**config.mk**
```make
export PLATFORM = sky130hd
export DESIGN_NAME = mux4_scan_ctrl
export DESIGN_NICKNAME = d
export VERILOG_FILES = /design/src/rtl/mux4_scan_ctrl.sv
export SDC_FILE = /design/constraint.sdc
export NUM_CORES = 1
export LEC_CHECK = 0
export ABC_AREA = 0
export BUFFER_PORTS_ARGS = -buffer_cell sky130_fd_sc_hd__buf_2
export CORE_MARGIN = 2
export CORE_UTILIZATION = 54
export CTS_CLUSTER_SIZE = 24
export DETAILED_ROUTE_END_ITERATION = 16
export PLACE_DENSITY = 0.81
export SYNTH_ARGS = -nofsm -noshare
export SYNTH_HDL_FRONTEND = slang
export SYNTH_SLANG_ARGS = --single-unit
```
**constraint.sdc**
```tcl
create_clock -name clk -period 4 [get_ports clk]
set_clock_uncertainty 0.15 [all_clocks]
set_input_delay 1 -clock clk [delete_from_list [all_inputs] [get_ports clk]]
set_output_delay 1 -clock clk [all_outputs]
set_load 0.01 [all_outputs]
```
**src/rtl/mux4_scan_ctrl.sv**
```systemverilog
// Select sequencer and in-system checker for a 4:1 mux: drives a word onto the
// mux data inputs, walks sel 0..3, and rebuilds the word from the mux output.
module mux4_scan_ctrl #(
    parameter int unsigned DWELL = 1
) (
    input  logic       clk,
    input  logic       rst_n,
    input  logic       in_valid,
    input  logic [3:0] in_data,
    output logic       in_ready,
    output logic [3:0] mux_i,
    output logic [1:0] mux_sel,
    input  logic       mux_y,
    output logic       out_valid,
    output logic [3:0] out_data,
    output logic       out_err,
    output logic       busy
);

    localparam int unsigned DW = (DWELL > 1) ? $clog2(DWELL) : 1;

    typedef enum logic [1:0] {
        IDLE = 2'd0,
        SCAN = 2'd1,
        DONE = 2'd2
    } state_t;

    state_t        state, state_n;
    logic [DW-1:0] dcnt, dcnt_n;
    logic [3:0]    cap, cap_n;
    logic [3:0]    mux_i_n;
    logic [1:0]    mux_sel_n;
    logic          out_valid_n;
    logic [3:0]    out_data_n;
    logic          out_err_n;
    logic          dwell_end;

    assign dwell_end = (dcnt == DW'(DWELL - 1));
    assign in_ready  = (state == IDLE);
    assign busy      = (state != IDLE);

    always_ff @(posedge clk) begin
        if (!rst_n) begin
            state     <= IDLE;
            dcnt      <= '0;
            cap       <= '0;
            mux_i     <= '0;
            mux_sel   <= '0;
            out_valid <= 1'b0;
            out_data  <= '0;
            out_err   <= 1'b0;
        end else begin
            state     <= state_n;
            dcnt      <= dcnt_n;
            cap       <= cap_n;
            mux_i     <= mux_i_n;
            mux_sel   <= mux_sel_n;
            out_valid <= out_valid_n;
            out_data  <= out_data_n;
            out_err   <= out_err_n;
        end
    end

    always_comb begin
        state_n     = state;
        dcnt_n      = dcnt;
        cap_n       = cap;
        mux_i_n     = mux_i;
        mux_sel_n   = mux_sel;
        out_valid_n = out_valid;
        out_data_n  = out_data;
        out_err_n   = out_err;

        case (state)
            IDLE: begin
                if (in_valid) begin
                    mux_i_n   = in_data;
                    mux_sel_n = '0;
                    dcnt_n    = '0;
                    cap_n     = '0;
                    state_n   = SCAN;
                end
            end
            SCAN: begin
                if (!dwell_end) begin
                    dcnt_n = dcnt + 1'b1;
                end else begin
                    cap_n[mux_sel] = mux_y;
                    dcnt_n         = '0;
                    if (mux_sel != 2'd3) begin
                        mux_sel_n = mux_sel + 2'd1;
                    end else begin
                        // cap_n already holds mux_y in bit 3, i.e. {mux_y, cap[2:0]}
                        out_data_n  = cap_n;
                        out_err_n   = (cap_n != mux_i);
                        out_valid_n = 1'b1;
                        state_n     = DONE;
                    end
                end
            end
            DONE: begin
                out_valid_n = 1'b0;
                mux_sel_n   = '0;
                state_n     = IDLE;
            end
            default: begin
                state_n = IDLE;
            end
        endcase
    end

endmodule
```
==> impl_metrics.env, run 1 <==
export IMPL_cp_top_family="flip-flops"
export IMPL_drive_above_1_share_pct=23.7
export IMPL_dr_pass1_iters=4
export IMPL_die_w_microns=44.6
export IMPL_fmax_mhz=434
export IMPL_die_area_sq_um=1990
export IMPL_ys_warn_count=0
export IMPL_vias=735
export IMPL_r2r_start="mux_sel[0]"
export IMPL_crit_path_start_kind="register"
export IMPL_fin_crit_ps=2310
export IMPL_multi_input_area_sq_um=485
export IMPL_p_leak_nw=0.471
export IMPL_cts_sinks=18
export IMPL_yosys_area_top_type_share_pct=40.4
export IMPL_antenna_found_initial=0
export IMPL_netSwitchingPower_mw=0.0853
export IMPL_synth_nets=106
export IMPL_max_vdd_ir_drop_v=0.000233
export IMPL_drtIter0Drc=19
export IMPL_synth_seq_cells=18
export IMPL_via_per_inst=5.65
export IMPL_setup_violations=0
export IMPL_slew_violations=0
export IMPL_reg2reg_slack_ps=2240
export IMPL_seq_area_frac_synth_pct=40.4
export IMPL_syn_inst=94
export IMPL_crit_path_end="busy"
export IMPL_pwr_share_clk_pct=26.2
export IMPL_grtUsageTotal_pct=21.0
export IMPL_cts_max_level=1
export IMPL_globalRouteOverflowTotal=0
export IMPL_area_delta_synth_final_pct=13.0
export IMPL_p_seq_share_pct=58.5
export IMPL_netlist_area_sq_um=892
export IMPL_nNetsFinal=128
export IMPL_cts_tree="done"
export IMPL_root_buffer="clkbuf_4"
export IMPL_period_share_pct=57.7
export IMPL_path_buf_inv=2
export IMPL_post_cts_buffers=0
export IMPL_most_common_layout_cells="buf_2 (21), dfxtp_1 (18), o21ai_0 (8), mux2i_1 (8), nor2_1 (7)"
export IMPL_rows=14
export IMPL_fin_area_sq_um=1010
export IMPL_reg2regPathDepth=6
export IMPL_fillerInstances=122
export IMPL_cts_buffer_depth=2
export IMPL_layout_commonest_cell="buf_2"
export IMPL_antenna_left=0
export IMPL_place_area_sq_um=986
export IMPL_cp_depth=3
export IMPL_boundaryPins=22
export IMPL_grt_pass1_vias=674
export IMPL_yosysTopAreaCell="dfxtp_1"
export IMPL_worstSkewPairLatency_ps=280
export IMPL_ys_types=28
export IMPL_worstPathArrival_ps=1160
export IMPL_drc_errors=0
export IMPL_syn_avg_cell_area_sq_um=9.49
export IMPL_seqCellArea_sq_um=360
export IMPL_switching_share_pct=26.0
export IMPL_portBuffers=21
export IMPL_grt_setup_unrepaired="false"
export IMPL_cp_max_fo=10
export IMPL_tns_ps=0
export IMPL_postCtsHoldBufs=0
export IMPL_grt_max_degree=19
export IMPL_path_clk_slew_ps=100
export IMPL_gp_congestion=0.776
export IMPL_wire_per_inst_microns=13.5
export IMPL_post_cts_resized=0
export IMPL_antenna_cells=0
export IMPL_hold_viol=0
export IMPL_status="completed"
export IMPL_dpl_hpwl_microns=1320
export IMPL_slew_headroom_pct=70.9
export IMPL_endpoint_kind="primary output"
export IMPL_crit_start="state[0]"
export IMPL_drv_cap=0
export IMPL_cpMaxStageDelayCell="dfxtp_1"
export IMPL_critical_path_class="reg2out"
export IMPL_cp_required_ps=2850
export IMPL_r2r_end="out_err"
export IMPL_cts_buffers=3
export IMPL_hp_class="reg2reg"
export IMPL_die_h_microns=44.6
export IMPL_start_util_pct=58.5
export IMPL_power_frac_comb_pct=15.3
export IMPL_worst_pin_slew_ps=437
export IMPL_core_area_sq_um=1520
export IMPL_internal_power_mw=0.243
export IMPL_slowest_delay_ps=600
export IMPL_path_cells="nor2_1, inv_1, buf_2"
export IMPL_synth_area_leaders="dfxtp_1 (40%), mux2i_1 (9.0%), ha_1 (5.6%)"
export IMPL_totalWireLength_microns=1750
export IMPL_grt_pass1_wl_microns=3030
export IMPL_p_per_area_nw_per_um2=326
## routing by layer
metal	track usage (%)	wire, microns	up-vias
met5	0	0	-
met4	10.3	18	0
met3	2.86	73	2
met2	31.6	810	17
met1	29.4	851	350
li1	-	-	366
## state kept, by name, summed over array words and instances, names as in the netlist
signal and count:
state 2, out_err 1, out_valid 1, cap 4, out_data 4, mux_i 4
mux_sel 2
## Yosys cell counts
library cell  count
a21oi_1           2
nor2b_1           5
nor2_2            1
dfxtp_1          18
and2_1            3
buf_6             2
clkbuf_1          1
nand2b_4          1
and3_1            1
a21boi_0          5
nor2_1            7
o21ai_0           8
ha_1              4
o22ai_1           2
o211a_1           3
a32oi_1           1
nand2_1           5
mux2i_1           8
nor3b_4           1
o21a_1            1
a31oi_1           1
nand3_1           3
nor3b_1           1
xor2_1            1
buf_2             1
inv_1             4
nor3_1            1
xnor2_1           3
## cells by family after synthesis
| group | Yosys count | share of synthesized area [%] |
|---|---|---|
| AOI/OAI and AO/OA | 23 | 17.1 |
| and+or+nand+nor | 29 | 18.8 |
| buffers and inverters | 8 | 5.19 |
| muxes | 8 | 8.98 |
| adders and majority gates | 4 | 5.61 |
| DFF | 18 | 40.4 |
| xor gates and xnor gates | 4 | 3.93 |
## tightest hold or removal path, cell delays in order, from the launching register on
cell      delay, ps
dfxtp_1         310
o21ai_0          60
a21boi_0         80
## metrics by stage
step	setup slack, ps	hold slack (ps)	instances	util, %	power, mW
floorplan	2050	305	94	-	0.231
global placement	1840	318	127	64.7	0.244
detailed placement	1760	333	127	64.7	0.247
CTS	1690	351	130	66.2	0.333
global route	1610	379	130	66.2	0.346
finish	1690	347	130	66.2	0.328
## power by group through the flow
stage,clock network (mW),logic [mW],registers (mW)
finish,0.0859,0.0502,0.192
global route,0.0972,0.0554,0.193
CTS,0.0900,0.0506,0.192
detailed placement,0,0.0504,0.196
global placement,0,0.0481,0.196
floorplan,0,0.0369,0.195
## worst min-delay path by stage
stage / startpoint / end / slack (ps) / cells past startpoint
2_1_floorplan: cap[0] / cap[0] / 300 / 2
3_3_place_gp: cap[2] / cap[2] / 320 / 2
3_5_place_dp: out_data[2] / out_data[2] / 330 / 1
4_1_cts: cap[3] / cap[3] / 350 / 2
5_1_grt: out_data[3] / out_data[3] / 380 / 2
6_report: cap[3] / cap[3] / 350 / 2
## layout make-up
| cell class | count | area share [%] |
|---|---|---|
| repair buffers | 21 | 10.4 |
| inverters | 4 | 1.49 |
| flip-flops and latches | 18 | 35.7 |
| multi-input cells | 68 | 48.1 |
| well taps | 16 | 1.99 |
| clock buffers | 3 | 2.23 |
(Power assumes the default switching activity.)
==> run 2, diff against run 1 <==
--- a/config.mk
+++ b/config.mk
@@ -8,10 +8,10 @@
 export ABC_AREA = 0
 export BUFFER_PORTS_ARGS = -buffer_cell sky130_fd_sc_hd__buf_2
 export CORE_MARGIN = 2
-export CORE_UTILIZATION = 54
+export CORE_UTILIZATION = 51
 export CTS_CLUSTER_SIZE = 24
 export DETAILED_ROUTE_END_ITERATION = 16
-export PLACE_DENSITY = 0.81
+export PLACE_DENSITY = 0.77
 export SYNTH_ARGS = -nofsm -noshare
 export SYNTH_HDL_FRONTEND = slang
 export SYNTH_SLANG_ARGS = --single-unit
==> constraint.sdc (replaced) <==
create_clock -name clk -period 2.35 [get_ports clk]
set_clock_uncertainty 0.15 [all_clocks]
set_input_delay 0.5875 -clock clk [delete_from_list [all_inputs] [get_ports clk]]
set_output_delay 0.5875 -clock clk [all_outputs]
set_load 0.01 [all_outputs]
==> run 2 against run 1 <==
Global-route usage down 1.8 points. Clock power up 130%. Sequential power up 70%. Clock-buffer cell count up 1. Critical path depth unchanged. Sequential share of layout area down 0.52 points. Non-clock buffer count unchanged. Largest cell class unchanged. Highest routed layer unchanged. Critical endpoint unchanged. Critical path type unchanged.
==> impl_metrics.env, run 2 (same netlist as run 1, synthesis figures left out) <==
export IMPL_multi_input_area_sq_um=485
export IMPL_cp_required_ps=1610
export IMPL_core_area_sq_um=1690
export IMPL_r2r_end="cap[1]"
export IMPL_antenna_cells=0
export IMPL_reg2reg_slack_ps=650
export IMPL_drive_above_1_share_pct=24.3
export IMPL_postCtsHoldBufs=0
export IMPL_globalRouteOverflowTotal=0
export IMPL_total_power_mw=0.607
export IMPL_worstPathArrival_ps=1160
export IMPL_fin_area_sq_um=1020
export IMPL_cp_top_family="flip-flops"
export IMPL_grt_setup_unrepaired="false"
export IMPL_p_per_area_nw_per_um2=593
export IMPL_cts_buffer_depth=2
export IMPL_critical_path_class="reg2out"
export IMPL_grt_pass1_vias=660
export IMPL_r2r_start="state[0]"
export IMPL_vias=735
export IMPL_crit_start="state[0]"
export IMPL_rows=15
export IMPL_post_cts_buffers=0
export IMPL_root_buffer="clkbuf_4"
export IMPL_totalWireLength_microns=1710
export IMPL_drc_errors=0
export IMPL_endpoint_kind="primary output"
export IMPL_dr_pass1_iters=4
export IMPL_gp_congestion=0.729
export IMPL_period_share_pct=80.8
export IMPL_dpl_hpwl_microns=1270
export IMPL_antenna_left=0
export IMPL_top_regs="cap (4), mux_i (4), out_data (4)"
export IMPL_path_buf_inv=2
export IMPL_via_per_inst=5.57
export IMPL_portBuffers=21
export IMPL_tns_ps=0
export IMPL_layout_commonest_cell="buf_2"
export IMPL_fmax_mhz=527
export IMPL_drtIter0Drc=14
export IMPL_most_common_layout_cells="buf_2 (21), dfxtp_1 (18), o21ai_0 (8), mux2i_1 (8), nor2_1 (7)"
export IMPL_place_area_sq_um=987
export IMPL_gr_usage_met2_pct=28.2
export IMPL_path_clk_slew_ps=110
export IMPL_nNetsFinal=128
export IMPL_busiest_layer="met2"
export IMPL_status="completed"
export IMPL_cts_sinks=18
export IMPL_die_h_microns=45.8
export IMPL_cts_tree="done"
export IMPL_worstSkewPairLatency_ps=310
export IMPL_grtUsageTotal_pct=19.2
export IMPL_start_util_pct=52.8
export IMPL_hold_slack_ps=333
export IMPL_fin_crit_ps=1900
export IMPL_grt_pass1_wl_microns=2790
export IMPL_worst_pin_slew_ps=427
export IMPL_die_w_microns=45.8
export IMPL_antenna_found_initial=0
export IMPL_p_leak_nw=0.479
export IMPL_slew_headroom_pct=71.5
export IMPL_slowest_delay_ps=590
export IMPL_seqCellArea_sq_um=360
export IMPL_grt_use_met1_pct=24.0
export IMPL_area_delta_synth_final_pct=14.7
export IMPL_reg2regPathDepth=4
export IMPL_cpMaxStageDelayCell="dfxtp_1"
export IMPL_drv_cap=0
export IMPL_hp_class="reg2reg"
export IMPL_cts_max_level=1
export IMPL_boundaryPins=22
export IMPL_setup_violations=0
export IMPL_crit_path_start_kind="register"
export IMPL_hold_viol=0
export IMPL_wire_per_inst_microns=12.9
export IMPL_post_cts_resized=0
export IMPL_cp_depth=3
export IMPL_grt_util_met3_pct=3.57
export IMPL_die_area_sq_um=2100
export IMPL_cts_buffers=3
export IMPL_path_cells="nor2_1, inv_1, buf_2"
export IMPL_grt_max_degree=19
export IMPL_crit_path_end="busy"
export IMPL_slew_violations=0
export IMPL_max_vdd_ir_drop_v=0.000358
export IMPL_cp_max_fo=10
export IMPL_fillerInstances=146
run 2: tightest hold or removal path: cells and delay by family, from the launching register on:
family | cells | cell delay (ps)
flip-flops | 1 | 320
AO/OA/AOI/OAI | 2 | 120
run 2: per-layer routing:
layer	vias up	part of all wire, %
met5	-	0
met4	0	3.2
met3	5	7.0
met2	31	46
met1	331	44
li1	368	-
run 2: final cells by class:
class | instances | area share (%)
flip-flops and latches | 18 | 35.2
inverters | 4 | 1.47
multi-input cells | 68 | 47.4
clock buffers | 4 | 3.55
well taps | 17 | 2.08
repair buffers | 21 | 10.3
run 2: worst min path at each step:
| stage | start | depth (start not counted) | to |
|---|---|---|---|
| after floorplan | cap[0] | 2 | cap[0] |
| after global placement | out_data[3] | 2 | out_data[3] |
| after detailed placement | out_data[3] | 2 | out_data[3] |
| after CTS | out_data[3] | 2 | out_data[3] |
| after global routing | out_data[1] | 1 | out_data[1] |
| final | out_data[3] | 2 | out_data[3] |
run 2: stage by stage:
step                utilization [%]  cells  worst slack, ps
finish                         60.6    132              452
global route                   60.6    132              379
CTS                            60.6    132              439
detailed placement             58.4    128              545
global placement               58.4    128              593
floorplan                         -     94              752
run 2: power by group:
group / internal [mW] / leakage [nW] / switching [mW]
clock: 0.0947 / 0.0210 / 0.102
sequential: 0.314 / 0.146 / 0.0125
combinational: 0.0397 / 0.311 / 0.0433
total: 0.449 / 0.479 / 0.158
